==> src/rtl/fp_div_sqrt_scheduler_pkg.sv <==
// Shared FPU div/sqrt types: scheduler FSM state, default iteration count and
// the iterative datapath stage register layout.
package fp_div_sqrt_scheduler_pkg;

   localparam int DIVSQRT_ITER_CYCLES = 26;
   localparam int DIVSQRT_QUO_W       = DIVSQRT_ITER_CYCLES;

   typedef enum logic [1:0] {
      DS_IDLE = 2'd0,
      DS_RUN  = 2'd1,
      DS_DONE = 2'd2
   } ds_state_e;

   typedef struct packed {
      logic                     is_sqrt;
      logic [DIVSQRT_QUO_W-1:0] quo;
      logic [DIVSQRT_QUO_W+1:0] rem;
   } divsqrt_stage_t;

   // Index/counter width that stays at least one bit for degenerate sizes.
   function automatic int cnt_width(input int n);
      return (n > 1) ? $clog2(n) : 1;
   endfunction

endpackage

==> src/rtl/fp_rr_arbiter.sv <==
// Round-robin arbiter: one-hot grant starting from the index after the last
// accepted grant; the pointer only moves when en_i confirms the grant.
module fp_rr_arbiter
   import fp_div_sqrt_scheduler_pkg::*;
#(
   parameter int N     = 2,
   parameter int IDX_W = cnt_width(N)
) (
   input  logic             clk,
   input  logic             rst,
   input  logic [N-1:0]     req_i,
   input  logic             en_i,
   output logic [N-1:0]     gnt_o,
   output logic [IDX_W-1:0] gnt_idx_o
);

   logic [IDX_W-1:0] ptr_q;
   logic [IDX_W-1:0] ptr_d;
   logic             found;

   always_comb begin
      gnt_o     = '0;
      gnt_idx_o = '0;
      found     = 1'b0;
      for (int off = 0; off < N; off++) begin
         for (int i = 0; i < N; i++) begin
            if (!found && req_i[i] && (i == (int'(ptr_q) + off) % N)) begin
               found     = 1'b1;
               gnt_o[i]  = 1'b1;
               gnt_idx_o = IDX_W'(i);
            end
         end
      end
   end

   always_comb begin
      ptr_d = '0;
      if (int'(gnt_idx_o) != N - 1) begin
         ptr_d = gnt_idx_o + 1'b1;
      end
   end

   always_ff @(posedge clk) begin
      if (rst) begin
         ptr_q <= '0;
      end else if (en_i && found) begin
         ptr_q <= ptr_d;
      end
   end

endmodule

==> src/rtl/fp_div_sqrt_scheduler.sv <==
// Shares one iterative div/sqrt datapath among NUM_REQ requesters.
// Optional RSD_FPU_DIVSQRT_EARLY_OUT_EN: special-operand ops skip the iterations.
module fp_div_sqrt_scheduler
   import fp_div_sqrt_scheduler_pkg::*;
#(
   parameter int NUM_REQ     = 2,
   parameter int ITER_CYCLES = DIVSQRT_ITER_CYCLES,
   parameter int TAG_W       = 6
) (
   input  logic                          clk,
   input  logic                          rst,
   input  logic [NUM_REQ-1:0]            req_valid,
   input  logic [NUM_REQ-1:0]            req_is_sqrt,
   input  logic [NUM_REQ*TAG_W-1:0]      req_tag,
   input  logic [NUM_REQ-1:0]            req_special,
   output logic [NUM_REQ-1:0]            req_ready,
   output logic                          dp_start,
   output logic                          dp_is_sqrt,
   output logic                          dp_step,
   input  logic                          flush,
   output logic                          res_valid,
   output logic [cnt_width(NUM_REQ)-1:0] res_owner,
   output logic [TAG_W-1:0]              res_tag,
   input  logic                          res_ready
);

   localparam int OWN_W = cnt_width(NUM_REQ);
   localparam int CNT_W = cnt_width(ITER_CYCLES);

   ds_state_e        state_q;
   logic [CNT_W-1:0] cnt_q;
   logic [OWN_W-1:0] owner_q;
   logic [TAG_W-1:0] tag_q;
   logic             sqrt_q;

   logic [NUM_REQ-1:0] gnt;
   logic [OWN_W-1:0]   gnt_idx;
   logic               grant_en;
   logic [TAG_W-1:0]   sel_tag;
   logic               sel_sqrt;
   logic               sel_special;
   logic               early_out;

   // Grants happen only from IDLE; flush and reset both veto a grant.
   assign grant_en = (state_q == DS_IDLE) && (|req_valid) && !flush && !rst;

   fp_rr_arbiter #(
      .N     (NUM_REQ),
      .IDX_W (OWN_W)
   ) u_arb (
      .clk       (clk),
      .rst       (rst),
      .req_i     (req_valid),
      .en_i      (grant_en),
      .gnt_o     (gnt),
      .gnt_idx_o (gnt_idx)
   );

   always_comb begin
      sel_tag     = '0;
      sel_sqrt    = 1'b0;
      sel_special = 1'b0;
      for (int i = 0; i < NUM_REQ; i++) begin
         if (gnt[i]) begin
            sel_tag     = req_tag[i*TAG_W +: TAG_W];
            sel_sqrt    = req_is_sqrt[i];
            sel_special = req_special[i];
         end
      end
   end

`ifdef RSD_FPU_DIVSQRT_EARLY_OUT_EN
   assign early_out = sel_special;
`else
   logic unused_special;
   assign early_out      = 1'b0;
   assign unused_special = ^{req_special, sel_special};
`endif

   always_ff @(posedge clk) begin
      if (rst) begin
         state_q <= DS_IDLE;
         cnt_q   <= '0;
         owner_q <= '0;
         tag_q   <= '0;
         sqrt_q  <= 1'b0;
      end else begin
         case (state_q)
            DS_IDLE: begin
               if (grant_en) begin
                  owner_q <= gnt_idx;
                  tag_q   <= sel_tag;
                  sqrt_q  <= sel_sqrt;
                  cnt_q   <= CNT_W'(ITER_CYCLES - 1);
                  state_q <= early_out ? DS_DONE : DS_RUN;
               end
            end
            DS_RUN: begin
               // Flush wins over expiry; the counter saturates at zero.
               if (flush) begin
                  state_q <= DS_IDLE;
               end else if (cnt_q == '0) begin
                  state_q <= DS_DONE;
               end else begin
                  cnt_q <= cnt_q - 1'b1;
               end
            end
            DS_DONE: begin
               if (flush || res_ready) begin
                  state_q <= DS_IDLE;
               end
            end
            default: state_q <= DS_IDLE;
         endcase
      end
   end

   assign req_ready  = grant_en ? gnt : '0;
   assign dp_start   = grant_en;
   assign dp_is_sqrt = rst ? 1'b0 : (grant_en ? sel_sqrt : sqrt_q);
   assign dp_step    = (state_q == DS_RUN) && !flush && !rst;
   assign res_valid  = (state_q == DS_DONE) && !flush && !rst;
   assign res_owner  = rst ? '0 : owner_q;
   assign res_tag    = rst ? '0 : tag_q;

endmodule

==> config.mk <==
export PLATFORM = sky130hd
export DESIGN_NAME = fp_div_sqrt_scheduler
export DESIGN_NICKNAME = d
export VERILOG_FILES = /design/src/rtl/fp_div_sqrt_scheduler_pkg.sv /design/src/rtl/fp_rr_arbiter.sv /design/src/rtl/fp_div_sqrt_scheduler.sv
export SDC_FILE = /design/constraint.sdc
export NUM_CORES = 1
export LEC_CHECK = 0
export ABC_AREA = 0
export CAP_MARGIN = 20
export CORE_ASPECT_RATIO = 1.4
export CORE_MARGIN = 3
export CORE_UTILIZATION = 42
export CTS_CLUSTER_SIZE = 28
export DETAILED_ROUTE_END_ITERATION = 12
export GPL_ROUTABILITY_DRIVEN = 1
export GPL_TIMING_DRIVEN = 0
export HOLD_SLACK_MARGIN = 0.12
export PLACE_DENSITY = 0.78
export SLEW_MARGIN = 10
export SYNTH_ARGS = -nofsm -noshare
export SYNTH_HDL_FRONTEND = slang
export SYNTH_SLANG_ARGS = --single-unit
export TNS_END_PERCENT = 30
==> constraint.sdc <==
create_clock -name clk -period 2.4 [get_ports clk]
set_input_delay 0.72 -clock clk [delete_from_list [all_inputs] [get_ports clk]]
set_output_delay 0.72 -clock clk [all_outputs]
set_load 0.05 [all_outputs]
==> flow_summary.yaml <==
outcome:
  status: "complete, but fails checks"
  violations: "negative setup slack"
synthesis:
  synth_area_sq_um: 857
  synth.top_cell.area_share_pct: 37.4
  async_reset_ff_share_pct: 0
  yosysSeqAreaShare_pct: 37.4
  syn_nets: 123
  synthCells: 100
  ys_ff_latch: 16
  post-synth-top-count-cell: "dfxtp_1"
  yosysWarnings: 0
  syn_area_per_cell_sq_um: 8.57
  synth_flop_cell: "dfxtp_1"
  ys_types: 37
  synth-edff-count: 0
  synthTopCellsByCount: "dfxtp_1, nor2b_1, o21ai_0, a32oi_1, inv_1"
  yosys.area.top_type: "dfxtp_1"
  synth_area_leaders: "dfxtp_1, a32oi_1, nor2b_1"
die:
  pin_count: 35
  die_h_um: 59.5
  rows: 18
  core_sq_um: 1850
  start_util_pct: 46.4
  die-area_sq_um: 2630
  die_w_um: 44.2
power:
  powerDensity_nw_per_um2: 491
  vdd_ir_drop_max_v: 0.000346
  pwr-share-seq_pct: 41.7
  sw_frac_of_total_pct: 31.4
  p_comb_share_pct: 33.0
  internal_power_mw: 0.486
  power_mw: 0.708
  p_leak_nw: 0.599
  p_sw_mw: 0.223
  pwr-share-clk_pct: 25.4
finish:
  fillerInstances: 131
  antennaDiodeCount: 0
  multi_input_comb_area_sq_um: 569
  area.sequential_sq_um: 320
  drive_above_1_share_pct: 33.6
  utilization_pct: 78.2
  fin_nets: 173
  synthToLayoutAreaGrowth_pct: 68.5
  fin_area_sq_um: 1440
  final_cells: 169
detailed_routing:
  dr.pass1.iters: 4
  vias: 1023
  ant_nets: 0
  drtIter0Drc: 47
  avgRoutedWirePerCell_um: 16.9
  drt_wl_total_um: 2860
  drc: 0
  viasPerCell: 6.05
worst_setup_path:
  cp.arrival_ps: 1740
  endpoint_kind: "output pin"
  r2r_start: "cnt_q[0]"
  rrSetupSlack_ps: 800
  cpMostUsedCell: "buf_6"
  cp_max_fo: 4
  path_cells: "buf_8 -> nor3_4 -> buf_6 -> buf_6 -> a21oi_4 -> a211oi_4 -> buf_6"
  r2r-end: "cnt_q[1]"
  cpMaxStageDelayCell: "nor3_4"
  cp-start-kind: "input pin"
  critPathMaxStageDelay_ps: 220
  cp.required_ps: 1680
  worstRegToRegCells: 5
  criticalPathCategory: "input pin to output pin"
place:
  numPortBuffers: 32
  placed_cell_area_sq_um: 1230
  pre_cts_ws_ps: -1240
  place_inst: 152
  finalWeightedCongestion: 0.801
  hpwlAfterDp_um: 1750
timing:
  hold_ws_ps: 515
  slew_headroom_pct: 55.0
  fin_skew_ps: 7.91
  setup-tns-final_ps: -75.3
  final-max-slew-violation-count: 0
  finalSetupViolCount: 2
  worstMarginPinSlew_ps: 673
  period_minus_slack_ps: 2460
  fin_crit_sh_pct: 103
  max_freq_mhz: 406
  hold_viol_final: 0
  rsz0062_at_grt: "true"
  setup_ws_ps: -60.7
clock_network:
  cts_tree: "built"
  cts.root.buffer_cell: "clkbuf_4"
  clk_path_buf_depth: 2
  clk_pin_slew_ps: 100
  tritoncts.num_buffers: 3
  clock_latency_ps: 290
  cts.sinks: 16
  holdBufCountCts: 0
  htreeDepth: 1
grt:
  grtUsageTotal_pct: 23.9
  globalRoute.totalOverflow: 0
  grt_pass1_wl_um: 4590
  grt_max_degree: 11
  grt_antenna_before_repair: 0
  grt_pass1_vias: 988
worst_hold_path:
  hold_depth: 2
  worstHoldEndpoint: "cnt_q[4]"
  worstHoldPathType: "flip-flop to flip-flop"
  min_from: "cnt_q[4]"
run:
  max_cap_violations: 0
## power by group through the flow
stage                     clock, mW  combinational (mW)  sequential (mW)
final                         0.180               0.233            0.295
after global routing          0.197               0.249            0.297
after CTS                     0.180               0.220            0.294
after detailed placement          0               0.191            0.300
after global placement            0               0.187            0.299
after floorplan                   0               0.119            0.297
## worst max path at each step
stage	from	to	slack, ps	cells past startpoint
after floorplan	rst	res_tag[3]	-180	3
after global placement	req_valid[1]	dp_is_sqrt	-1220	6
after detailed placement	rst	res_tag[3]	-1240	5
after CTS	rst	dp_is_sqrt	-60	7
after global routing	req_valid[1]	dp_is_sqrt	-100	6
final	rst	dp_is_sqrt	-60	7
## layout make-up
cell class / instances / share of cell area (%)
flip-flops and latches: 16 / 22.2
clock buffers: 4 / 2.51
multi-input cells: 71 / 39.4
plain buffers: 5 / 2.77
inverters: 7 / 1.99
well taps: 20 / 1.73
repair buffers: 46 / 29.4
## layer usage
layer	vias up	global-route usage (%)	wire, um
met5	-	0	0
met4	0	9.05	31
met3	4	3.95	178
met2	41	44.0	1570
met1	498	26.7	1080
li1	480	-	-
## flip-flops by register name, indices dropped and copies added, names as in the netlist
register     count
cnt_q            5
sqrt_q           1
state_q          2
tag_q            6
owner_q          1
u_arb.ptr_q      1
## layout by cell type, fill, tap and decap left out, types with 2 or more instances in the layout
cell and count:
clkbuf_4 5, nor2b_1 8, clkbuf_8 2, nor2_1 4, nand2_1 3, o21ai_1 3
dfxtp_1 16, o211ai_1 2, buf_6 7, a21oi_1 2, a32oi_1 6, clkdlybuf4s50_1 13
inv_1 6, nand3_1 2, buf_2 5, buf_4 14, a31oi_1 2, a211oi_1 4
or3_1 3, o21ai_0 8, clkdlybuf4s15_2 5
## kinds of logic (layout without fill, tap and decap cells)
group                      Yosys count  after routing  share of synthesized area (%)
AOI/OAI and AO/OA                   38             38                           30.9
and+or+nand+nor                     32             32                           24.1
DFF                                 16             16                           37.4
buffers and inverters               13             62                           6.13
adders and majority gates            1              1                           1.46
## what timing repair did
| item | in CTS | in global routing |
|---|---|---|
| gates resized for setup | 96 | 10 |
| pin swaps | 6 | 5 |
| buffers inserted | 13 | 1 |
| endpoints found under the hold margin | 0 | 0 |
| gates cloned | 0 | 0 |
| setup endpoints to repair | 13 | 5 |
## critical path, delay by kind of cell
family          cells  cell delay [ps]
compound gates      2              240
buf+inv             4              550
simple gates        1              220
Note: power is estimated with default switching activity, not from simulation.
